<file path="config.mk">
export PLATFORM = sky130hd
export DESIGN_NAME = serializer_8
export DESIGN_NICKNAME = d
export VERILOG_FILES = /design/src/rtl/serializer_8.sv
export SDC_FILE = /design/constraint.sdc
export NUM_CORES = 1
export LEC_CHECK = 0
export BUFFER_PORTS_ARGS = -buffer_cell sky130_fd_sc_hd__buf_2
export CORE_MARGIN = 2
export CORE_UTILIZATION = 51
export CTS_BUF_LIST = sky130_fd_sc_hd__clkbuf_16
export DETAILED_ROUTE_END_ITERATION = 16
export GPL_TIMING_DRIVEN = 1
export HOLD_SLACK_MARGIN = 0.1
export PLACE_DENSITY = 0.76
export SYNTH_ARGS = -nofsm -noshare
export SYNTH_HDL_FRONTEND = slang
export SYNTH_SLANG_ARGS = --single-unit
</file>
<file path="constraint.sdc">
create_clock -name clk -period 1.9 [get_ports clk]
set_input_delay 0.19 -clock clk [delete_from_list [all_inputs] [get_ports clk]]
set_output_delay 0.19 -clock clk [all_outputs]
set_load 0.02 [all_outputs]
</file>
<file path="src/rtl/serializer_8.sv">
// Parallel-to-serial converter: captures an N-bit word and streams it out one
// bit per accepted beat, index 0 first, with zero-bubble back-to-back reload.
module serializer_8 #(
  parameter int N = 8
) (
  input  logic         clk,
  input  logic         rst,
  input  logic [0:N-1] in_data,
  input  logic         in_valid,
  output logic         in_ready,
  output logic         out_bit,
  output logic         out_valid,
  output logic         out_last,
  input  logic         out_ready
);

  localparam int            SW   = $clog2(N);
  localparam logic [SW-1:0] LAST = SW'(N - 1);

  typedef enum logic {
    IDLE,
    SHIFT
  } state_t;

  state_t        r_state;
  logic [SW-1:0] r_sel;
  logic [0:N-1]  r_word;
  logic          r_out_valid;
  logic          r_out_last;

  logic [SW-1:0] w_sel_next;
  logic          w_mux_bit;
  logic          w_sel_at_last;

  assign w_sel_next    = r_sel + 1'b1;
  assign w_sel_at_last = (r_sel == LAST);
  assign w_mux_bit     = r_word[r_sel];

  // in_ready depends on out_ready combinationally so a new word can be taken
  // on the same edge that retires the last bit; reset forces it low at once.
  assign in_ready  = !rst && ((r_state == IDLE) || (w_sel_at_last && out_ready));
  assign out_valid = r_out_valid;
  assign out_last  = r_out_last;
  assign out_bit   = r_out_valid & w_mux_bit;

  // NOTE: async reset in the sensitivity list and <= for every state element, so all registers
  // (including the word register, which must read back as zero) clear without a clock.
  always_ff @(posedge clk or posedge rst) begin
    if (rst) begin
      r_state     <= IDLE;
      r_sel       <= '0;
      r_word      <= '0;
      r_out_valid <= 1'b0;
      r_out_last  <= 1'b0;
    end else begin
      case (r_state)
        IDLE: begin
          if (in_valid) begin
            r_word      <= in_data;
            r_sel       <= '0;
            r_state     <= SHIFT;
            r_out_valid <= 1'b1;
            r_out_last  <= 1'b0;
          end
        end
        SHIFT: begin
          if (out_ready) begin
            if (w_sel_at_last) begin
              if (in_valid) begin
                r_word     <= in_data;
                r_sel      <= '0;
                r_out_last <= 1'b0;
              end else begin
                r_state     <= IDLE;
                r_sel       <= '0;
                r_out_valid <= 1'b0;
                r_out_last  <= 1'b0;
              end
            end else begin
              r_sel      <= w_sel_next;
              r_out_last <= (w_sel_next == LAST);
            end
          end
        end
        default: begin
          r_state     <= IDLE;
          r_out_valid <= 1'b0;
          r_out_last  <= 1'b0;
        end
      endcase
    end
  end

endmodule

</file>
* Word level (Yosys, flattened, before mapping)
Cells that the tools add are included. W data, S select, Z words.
Cells by class: add/sub/neg operators 1, magnitude comparators 1, equal/unequal tests 6, multiplexer cells 24, bitwise gates (word level) 3, reduce and logical (&&, ||, !) cells 7
Operator list (number):
- $mux W8 | 3
- $pmux W8 S2 | 1
- $mux W1 | 12
- $mux W3 | 3
- $eq A3 B3 Y1 const B | 2
- $ne A2 B2 Y1 const B | 3
- $pmux W1 S2 | 3
- $pmux W3 S2 | 1
- $ge A4 B4 Y1 const B | 1
- $not A3 Y4 | 1
- $reduce_and A2 Y1 | 2
- $reduce_and A4 Y1 | 1
- $add A3 B1 Y3 const B | 1
- $bmux W1 S3 | 1
- $logic_and A1 B1 Y1 | 2
- $ne A2 B1 Y1 const B | 1
- $and A1 B1 Y1 | 1
- $logic_not A1 Y1 | 1
- $logic_or A1 B1 Y1 | 1
- $not A1 Y1 | 1
Word-level totals: flip-flop bits (word level) 14, output and inout bits 4, logic and storage cells 47

* Longest topological paths before layout
Gate-level depths: netlist (run 1).
depth after elaboration 5, depth in mapped cells 6

* Worst setup path before layout (run 1)
Ideal clock, no wire load.
path type register to output, start point reg r_sel[0], end point out out_bit, arrival time 1.430 ns, required time 1.710 ns, path slack 0.280 ns, stages on the path, launching flop included 5, cells stage by stage dfrtp_1 -> clkbuf_2 -> mux4_2 -> nor2_1 -> a311oi_1
On the way: longest elaborated chain between the ends 5
RTL lines:
- from (decl) | RTL line 26 | logic [SW-1:0] r_sel;
- from (signal assigned) | RTL line 80 | r_sel <= w_sel_next;
- $not A3 Y4 (implied by the code) | RTL line 37 | assign w_mux_bit = r_word[r_sel];
- $bmux W1 S3 | RTL line 37
- $mux W1 (implied by the code) (2 in a row) | RTL line 37
- $and A1 B1 Y1 | RTL line 44 | assign out_bit = r_out_valid & w_mux_bit;
- to (decl) | RTL line 11 | output logic out_bit,
No other way between the ends. The select of a mux whose other input is x is not followed.

* Final worst setup path (run 1)
Same ends and word-level chain as after synthesis.

==> impl_metrics.py, run 1 <==
metrics = {
    "status": {
        "status": "finished, final reports clean",
    },
    "finish": {
        "final_common_cell": "buf_2",
        "fin_util_pct": 68.5,
        "drive_above_1_share_pct": 41.6,
        "final_cell_mix": "buf_2 (15), dfrtp_1 (14), mux2_4 (8)",
        "layout.nets": 93,
        "area_delta_synth_final_pct": 22.4,
        "fillers": 92,
        "antenna_cells": 0,
    },
    "worst_setup_path": {
        "crit_start": "r_sel[0]",
        "reg2reg_depth": 5,
        "cp.required_ps": 1710,
        "reg2reg_from": "r_sel[1]",
        "critical_path_class": "flop to output port",
        "worstPathMaxFanout": 6,
        "worstReg2RegEnd": "r_word[3]",
        "arrival_ps": 1570,
        "cp-start-kind": "flop",
        "critPathCaptureType": "output port",
        "rrSetupSlack_ps": 180,
    },
    "cts": {
        "clk_pin_slew_ps": 50,
        "clock_sinks": 14,
        "cts-buffers-inserted": 3,
        "cts_max_path_buffers": 2,
        "ctsHtreeMaxLevel": 1,
        "cts_tree": "built",
        "cts_setup_buffers": 0,
        "cts-root-buf": "clkbuf_16",
        "worstSkewPairLatency_ps": 240,
    },
    "global_routing": {
        "grt_usage_pct": 19.5,
        "grt_pass1_vias": 515,
        "grt_overflow_total": 0,
        "grt_max_degree": 15,
        "grt_pass1_wl_mm": 2.46,
        "antenna_found_initial": 0,
    },
    "floorplanning": {
        "die-area_um2": 1770,
        "num_rows": 13,
        "io_pins": 16,
        "coreArea_um2": 1320,
        "dieWidth_um": 42.0,
        "start_util_pct": 55.9,
        "die_y_um": 42.0,
    },
    "place": {
        "place_congestion": 0.821,
        "hpwlAfterDp_um": 983,
        "port_buffers": 15,
    },
    "timing": {
        "maxSlewHeadroom_pct": 64.6,
        "drv_slew": 0,
        "setup_violations": 0,
        "fmax_ghz": 0.569,
        "rsz0062_at_grt": "no",
        "worstMarginPinSlew_ps": 530,
        "skew_ps": 0.500,
        "timing.final.crit_share_pct": 92.5,
        "fin_crit_ps": 1760,
        "hold_viol_final": 0,
        "tns_ps": 0,
    },
    "logic_synthesis": {
        "synth_nets": 73,
        "yosysSeqAreaShare_pct": 47.5,
        "synth_cell_type_count": 22,
        "synth_area_per_cell_um2": 12.7,
        "synthMuxAreaShare_pct": 23.6,
        "syn_inst": 58,
        "yosys.area_share.simple_pct": 10.7,
        "syn_area_um2": 737,
        "synth-xor-area-share_pct": 0,
        "ys_ff_latch": 14,
        "synth_compound_area_share_pct": 8.15,
        "synth_warnings": 0,
        "synth-adder-area-share_pct": 5.09,
        "synth_top_family_by_area": "multiplexers",
    },
    "flow_run": {
        "max_cap_violations": 0,
    },
    "route": {
        "drtIter0Drc": 7,
        "wl_per_cell_um": 15.3,
        "vias": 503,
        "postRouteAntennaNets": 0,
        "routed_via_density": 5.47,
        "first_pass_iters": 4,
        "wirelength_mm": 1.41,
        "drc_errors": 0,
    },
    "min_path": {
        "whs_path_depth": 2,
        "hold_class": "primary input to flop",
        "worstHoldEndpoint": "r_word[5]",
        "min-delay-start": "in_data[5]",
    },
    "power_and_ir_drop": {
        "peakVddDrop_mv": 0.684,
        "power_density_nw_per_um2": 1490,
        "p_leak_uw": 0.000479,
        "finalPower_uw": 1340,
    },
}
==> how the worst max path moves through the flow <==
stage           endpoint  slack [ps]  cells past startpoint
3_5_place_dp   r_word[1]         210                      5
5_1_grt          out_bit          40                      5
2_1_floorplan    out_bit         280                      4
4_1_cts          out_bit         140                      5
3_3_place_gp   r_word[7]         250                      5
6_report         out_bit         140                      5
==> registers in the layout, indices dropped and copies added (netlist names) <==
| name | flops |
|---|---|
| r_word | 8 |
| r_sel | 3 |
| out_last | 1 |
| out_valid | 1 |
| r_state | 1 |
==> logic make-up after synthesis <==
group	after synthesis
adders and majority gates	3
DFF	14
and+or+nand+nor	15
AOI/OAI and AO/OA	9
muxes	12
buffers and inverters	5
==> metrics by stage <==
step	instance area, um2	instances	hold WS, ps	worst slack (ps)
floorplan	737	58	79.2	280
global placement	813	87	259	254
detailed placement	813	87	265	206
CTS	902	92	174	140
global route	902	92	179	37.3
finish	902	92	173	142
==> worst max-delay path, cell delays in order, from the launching register on <==
cell and delay (ps):
dfrtp_1 380, buf_4 170, mux4_2 330, nor2_1 40, a311oi_1 210, buf_2 210
==> synthesized netlist by cell type <==
cell type / n / area, um2
dfrtp_1: 14 / 350
mux2_4: 8 / 120
nand2_1: 6 / 22.5
o21ai_0: 4 / 20.0
ha_1: 3 / 37.5
inv_1: 3 / 11.3
nor2_1: 3 / 11.3
mux2i_1: 2 / 20.0
o31ai_1: 2 / 15.0
a21boi_2: 1 / 11.3
a21oi_1: 1 / 5.00
a311oi_1: 1 / 8.76
buf_12: 1 / 20.0
clkbuf_2: 1 / 5.00
mux2_2: 1 / 11.3
mux4_2: 1 / 22.5
nand2b_1: 1 / 6.26
nand2b_4: 1 / 13.8
nand3_1: 1 / 5.00
nor2b_1: 1 / 6.26
nor3b_1: 1 / 7.51
or2_2: 1 / 6.26
==> routing by layer <==
metal | part of all wire [%] | global-route usage (%) | wire (um)
met1 | 45 | 24.3 | 642
met2 | 48 | 30.3 | 674
met3 | 3.7 | 4.31 | 52
met4 | 2.8 | 13.1 | 40
met5 | 0 | 0 | 0
==> area by class of cell <==
cell class / count / area, um2 / share of cell area (%)
inverter: 3 / 11.3 / 1.25
multi-input combinational: 39 / 350 / 38.8
timing repair buffer: 17 / 92.6 / 10.3
clock buffer: 3 / 75.1 / 8.32
tap: 15 / 18.8 / 2.08
clock inverter: 1 / 3.75 / 0.416
sequential: 14 / 350 / 38.8
==> what timing repair did <==
item / 4_1_cts / 5_1_grt
hold buffers: 1 / 0
gates resized for setup: 0 / 0
setup endpoints to repair: 0 / 0
hold endpoints to repair: 14 / 0
==> report_power, final <==
part / switching (uW) / internal [uW]
Combinational: 166 / 257
Sequential: 97.1 / 423
Clock: 123 / 278
Total: 386 / 959
Power figures use the tool's default switching activity.
==> run 2: changes to the inputs <==
==> constraint.sdc (replaced) <==
create_clock -name clk -period 1.9 [get_ports clk]
set_input_delay 0 -clock clk [delete_from_list [all_inputs] [get_ports clk]]
set_output_delay 0 -clock clk [all_outputs]
set_load 0.02 [all_outputs]
==> impl_metrics.py, run 2 (synthesis gave the netlist of run 1 again) <==
metrics = {
    "cts": {
        "clk_pin_slew_ps": 50,
        "worstSkewPairLatency_ps": 240,
        "cts-buffers-inserted": 3,
        "ctsHtreeMaxLevel": 1,
        "cts_tree": "built",
        "cts_max_path_buffers": 2,
        "clock_sinks": 14,
        "cts_setup_buffers": 0,
        "cts-root-buf": "clkbuf_16",
        "cts_resized": 0,
    },
    "floorplanning": {
        "dieWidth_um": 42.0,
        "io_pins": 16,
        "start_util_pct": 55.9,
        "coreArea_um2": 1320,
        "die-area_um2": 1770,
        "die_y_um": 42.0,
        "num_rows": 13,
    },
    "worst_setup_path": {
        "rrSetupSlack_ps": 180,
        "reg2reg_depth": 5,
        "reg2reg_from": "r_sel[1]",
        "worstPathMaxFanout": 8,
        "cp.required_ps": 2030,
        "arrival_ps": 1850,
        "worstReg2RegEnd": "r_word[3]",
        "critPathCaptureType": "flop",
        "cp-start-kind": "flop",
        "critical_path_class": "flop to flop",
    },
    "place": {
        "hpwlAfterDp_um": 983,
        "port_buffers": 15,
        "place_congestion": 0.821,
    },
    "finish": {
        "fillers": 81,
        "top_register": "r_word",
        "final_cell_mix": "buf_2 (15), dfrtp_1 (14), dlygate4sd3_1 (10)",
        "area_delta_synth_final_pct": 34.6,
        "reg_top3": "r_word x8, r_sel x3",
        "layout.nets": 102,
        "final_common_cell": "buf_2",
        "drive_above_1_share_pct": 37.2,
        "largest_reg_flops": 8,
        "antenna_cells": 0,
    },
    "global_routing": {
        "grt_pass1_wl_mm": 2.68,
        "grt_pass1_vias": 573,
        "antenna_found_initial": 0,
        "grt_max_degree": 15,
        "grt_usage_pct": 21.3,
        "grt_overflow_total": 0,
    },
    "route": {
        "first_pass_iters": 3,
        "drtIter0Drc": 9,
        "drc_errors": 0,
        "routed_via_density": 5.36,
        "wl_per_cell_um": 15.5,
        "wirelength_mm": 1.56,
        "vias": 541,
        "postRouteAntennaNets": 0,
    },
    "min_path": {
        "hold_class": "primary input to flop",
        "whs_path_depth": 3,
        "worstHoldEndpoint": "r_sel[1]",
        "min-delay-start": "out_ready",
    },
    "power_and_ir_drop": {
        "peakVddDrop_mv": 0.744,
        "p_leak_uw": 0.000517,
        "power_density_nw_per_um2": 1380,
    },
    "status": {
        "status": "finished, final reports clean",
    },
    "timing": {
        "maxSlewHeadroom_pct": 64.5,
        "timing.final.crit_share_pct": 90.5,
        "hold_slack_ps": 111,
        "rsz0062_at_grt": "no",
        "skew_ps": 1.05,
        "worstMarginPinSlew_ps": 532,
        "setup_violations": 0,
        "fin_crit_ps": 1720,
        "fmax_ghz": 0.581,
        "hold_viol_final": 0,
        "tns_ps": 0,
        "drv_slew": 0,
    },
    "flow_run": {
        "max_cap_violations": 0,
    },
}
==> run 2: changes by cell type in the layout (fill, tap and decap cells not counted) <==
cell	before	now
dlygate4sd3_1	1	10
==> run 2: repair_timing <==
action | CTS | global route
hold buffers | 10 | 0
hold endpoints to repair | 25 | 0
setup endpoints to repair | 0 | 0
==> run 2: layout make-up <==
type,instances,area (um2),area share (%)
Sequential cell,14,350,35.3
Multi-Input combinational cell,39,350,35.3
Timing Repair Buffer,26,183,18.4
Clock buffer,3,75.1,7.57
Tap cell,15,18.8,1.89
Inverter,3,11.3,1.13
Clock inverter,1,3.75,0.378
==> run 2: through the flow <==
| stage | total power (uW) | cell area (um2) | std cells | utilization [%] | worst slack [ps] |
|---|---|---|---|---|---|
| floorplan | 837 | 737 | 58 | - | 284 |
| global placement | 913 | 813 | 87 | 61.7 | 254 |
| detailed placement | 937 | 813 | 87 | 61.7 | 206 |
| CTS | 1360 | 992 | 101 | 75.3 | 183 |
| global route | 1430 | 992 | 101 | 75.3 | 91.6 |
| finish | 1360 | 992 | 101 | 75.3 | 180 |
==> run 2: how the worst max path moves through the flow <==
stage,start,end,cells after the start
detailed placement,r_sel[1],r_word[1],5
global route,r_sel[1],r_word[3],5
global placement,r_sel[1],r_word[7],5
floorplan,r_sel[1],r_word[0],6
CTS,r_sel[1],r_word[3],5
finish,r_sel[1],r_word[3],5
==> run 2: metal layers <==
| metal | up-vias | track usage, % | part of all wire [%] |
|---|---|---|---|
| met3 | 5 | 3.88 | 3.3 |
| met5 | - | 0 | 0 |
| met4 | 0 | 13.1 | 2.8 |
| met2 | 14 | 35.6 | 50 |
| li1 | 257 | - | - |
| met1 | 265 | 25.1 | 43 |
==> run 2: power by group <==
part           switching, uW  internal (uW)
combinational            170            269
sequential              99.3            424
clock                    123            278
==> run 2: critical path, stage by stage (launching register included) <==
cell,delay (ps)
dfrtp_1,420
ha_1,210
ha_1,230
a21boi_2,170
nand2b_4,250
mux2_4,320
==> run 3: changes to the inputs <==
Settings changed: CELL_PAD_IN_SITES_DETAIL_PLACEMENT set to 1, CELL_PAD_IN_SITES_GLOBAL_PLACEMENT set to 1, CORE_UTILIZATION 51 to 35, PLACE_DENSITY 0.76 to not set, PLACE_DENSITY_LB_ADDON set to 0.1.
==> impl_metrics.py, run 3 (synthesis gave the netlist of run 1 again) <==
metrics = {
    "global_routing": {
        "grt_overflow_total": 0,
        "grt_pass1_vias": 523,
        "grt_pass1_wl_mm": 2.47,
        "grt_usage_pct": 13.6,
        "grt_max_degree": 15,
        "antenna_found_initial": 0,
    },
    "worst_setup_path": {
        "endpoint": "r_word[4]",
        "rrSetupSlack_ps": 230,
        "reg2reg_depth": 5,
        "worstReg2RegEnd": "r_word[4]",
        "crit_path_max_incr_delay_ps": 410,
        "arrival_ps": 1800,
        "reg2reg_from": "r_sel[1]",
        "critical_path_class": "flop to flop",
        "crit_buf_inv": 0,
        "critPathCaptureType": "flop",
        "slowest_stage": "dfrtp_1",
        "cpMostUsedCell": "ha_1",
        "cp_cell_sequence": "ha_1, ha_1, a21boi_2, nand2b_4, mux2_4",
        "cp.required_ps": 2020,
        "path_delay_family": "adder cells",
        "crit_start": "r_sel[1]",
        "cp.depth": 5,
        "worstPathMaxFanout": 8,
        "cp-start-kind": "flop",
    },
    "timing": {
        "skew_ps": 1.97,
        "maxSlewHeadroom_pct": 63.7,
        "timing.final.crit_share_pct": 88.1,
        "setup_ws_ps": 225,
        "setup_violations": 0,
        "fmax_ghz": 0.597,
        "rsz0062_at_grt": "no",
        "hold_slack_ps": 352,
        "fin_crit_ps": 1670,
        "tns_ps": 0,
        "hold_viol_final": 0,
        "worstMarginPinSlew_ps": 543,
        "drv_slew": 0,
    },
    "cts": {
        "cts_resized": 0,
        "ctsHtreeMaxLevel": 1,
        "cts-root-buf": "clkbuf_16",
        "cts-buffers-inserted": 3,
        "worstSkewPairLatency_ps": 240,
        "cts_max_path_buffers": 2,
        "clock_sinks": 14,
        "cts_setup_buffers": 0,
        "cts_hold_buf": 11,
        "cts_tree": "built",
        "clk_pin_slew_ps": 40,
    },
    "floorplanning": {
        "die-area_um2": 2490,
        "dieWidth_um": 49.9,
        "die_y_um": 49.9,
        "io_pins": 16,
        "num_rows": 16,
        "coreArea_um2": 1980,
        "start_util_pct": 37.2,
    },
    "place": {
        "place_area_um2": 828,
        "pre_cts_slack_ps": 206,
        "port_buffers": 15,
        "place_congestion": 0.678,
        "hpwlAfterDp_mm": 1.02,
    },
    "finish": {
        "multi_input_area_um2": 350,
        "seq_area_um2": 350,
        "reg_top3": "r_word x8, r_sel x3",
        "area_delta_synth_final_pct": 37.5,
        "largest_reg_flops": 8,
        "top_register": "r_word",
        "drive_above_1_share_pct": 37.2,
        "final_cell_area_um2": 1010,
        "layout.nets": 103,
        "fillers": 210,
        "antenna_cells": 0,
        "final_cell_mix": "buf_2 (15), dfrtp_1 (14), dlygate4sd3_1 (11)",
        "final_common_cell": "buf_2",
    },
    "route": {
        "first_pass_iters": 1,
        "wirelength_mm": 1.40,
        "drc_errors": 0,
        "drtIter0Drc": 0,
        "routed_via_density": 4.65,
        "postRouteAntennaNets": 0,
        "vias": 525,
        "wl_per_cell_um": 12.4,
    },
    "power_and_ir_drop": {
        "peakVddDrop_mv": 0.684,
        "power_frac_clock_pct": 29.1,
        "finalPower_uw": 1320,
        "p_int_uw": 966,
        "p_leak_uw": 0.000519,
        "combPwrFrac_pct": 32.3,
        "switchingPower_uw": 357,
        "p_seq_share_pct": 38.6,
        "power_density_nw_per_um2": 1310,
        "sw_frac_of_total_pct": 27.0,
    },
    "flow_run": {
        "max_cap_violations": 0,
    },
    "min_path": {
        "hold_class": "primary input to asynchronous set/reset pin",
    },
    "status": {
        "status": "finished, final reports clean",
    },
}
run 3: cell count changes in the layout (fill, tap and decap cells not counted):
cell           delta
clkinv_1          -1
dlygate4sd3_1     +1
run 3: layout make-up:
cell class                      instances  area share [%]
Timing Repair Buffer                   27            19.0
Tap cell                               27            3.33
Inverter                                3            1.11
Multi-Input combinational cell         39            34.6
Sequential cell                        14            34.6
Clock buffer                            3            7.41
run 3: layer usage:
layer  track usage [%]  vias up  wire [um]
met1              17.6      248        695
met4              4.17        0         14
met2              20.2       14        612
li1                  -      261          -
met5                 0        -          0
met3              6.36        2         79
run 3: worst reg2reg max path, delay by kind of cell, from the launching register on:
family | cells | cell delay [ps]
AO/OA/AOI/OAI | 1 | 170
adder cells (fa/ha/maj) | 2 | 420
flip-flops | 1 | 410
multiplexers | 1 | 320
AND/OR/NAND/NOR | 1 | 240
run 3: power by group through the flow:
stage               Combinational [uW]  Clock, uW  Sequential (uW)
floorplan                          339          0              499
global placement                   412          0              515
detailed placement                 419          0              519
CTS                                436        399              514
global route                       477        412              529
finish                             428        384              511
run 3: through the flow:
stage / std cells / utilization, %
after floorplan: 58 / -
after global placement: 99 / 41.8
after detailed placement: 99 / 41.8
after CTS: 113 / 51.1
after global routing: 113 / 51.1
final: 113 / 51.1
run 3: how the worst min path moves through the flow:
stage,to,from,depth (start not counted)
6_report,r_state,rst,3
5_1_grt,out_valid,rst,3
4_1_cts,r_state,rst,3
3_5_place_dp,r_state,rst,2
3_3_place_gp,r_state,rst,2
2_1_floorplan,out_last,rst,1
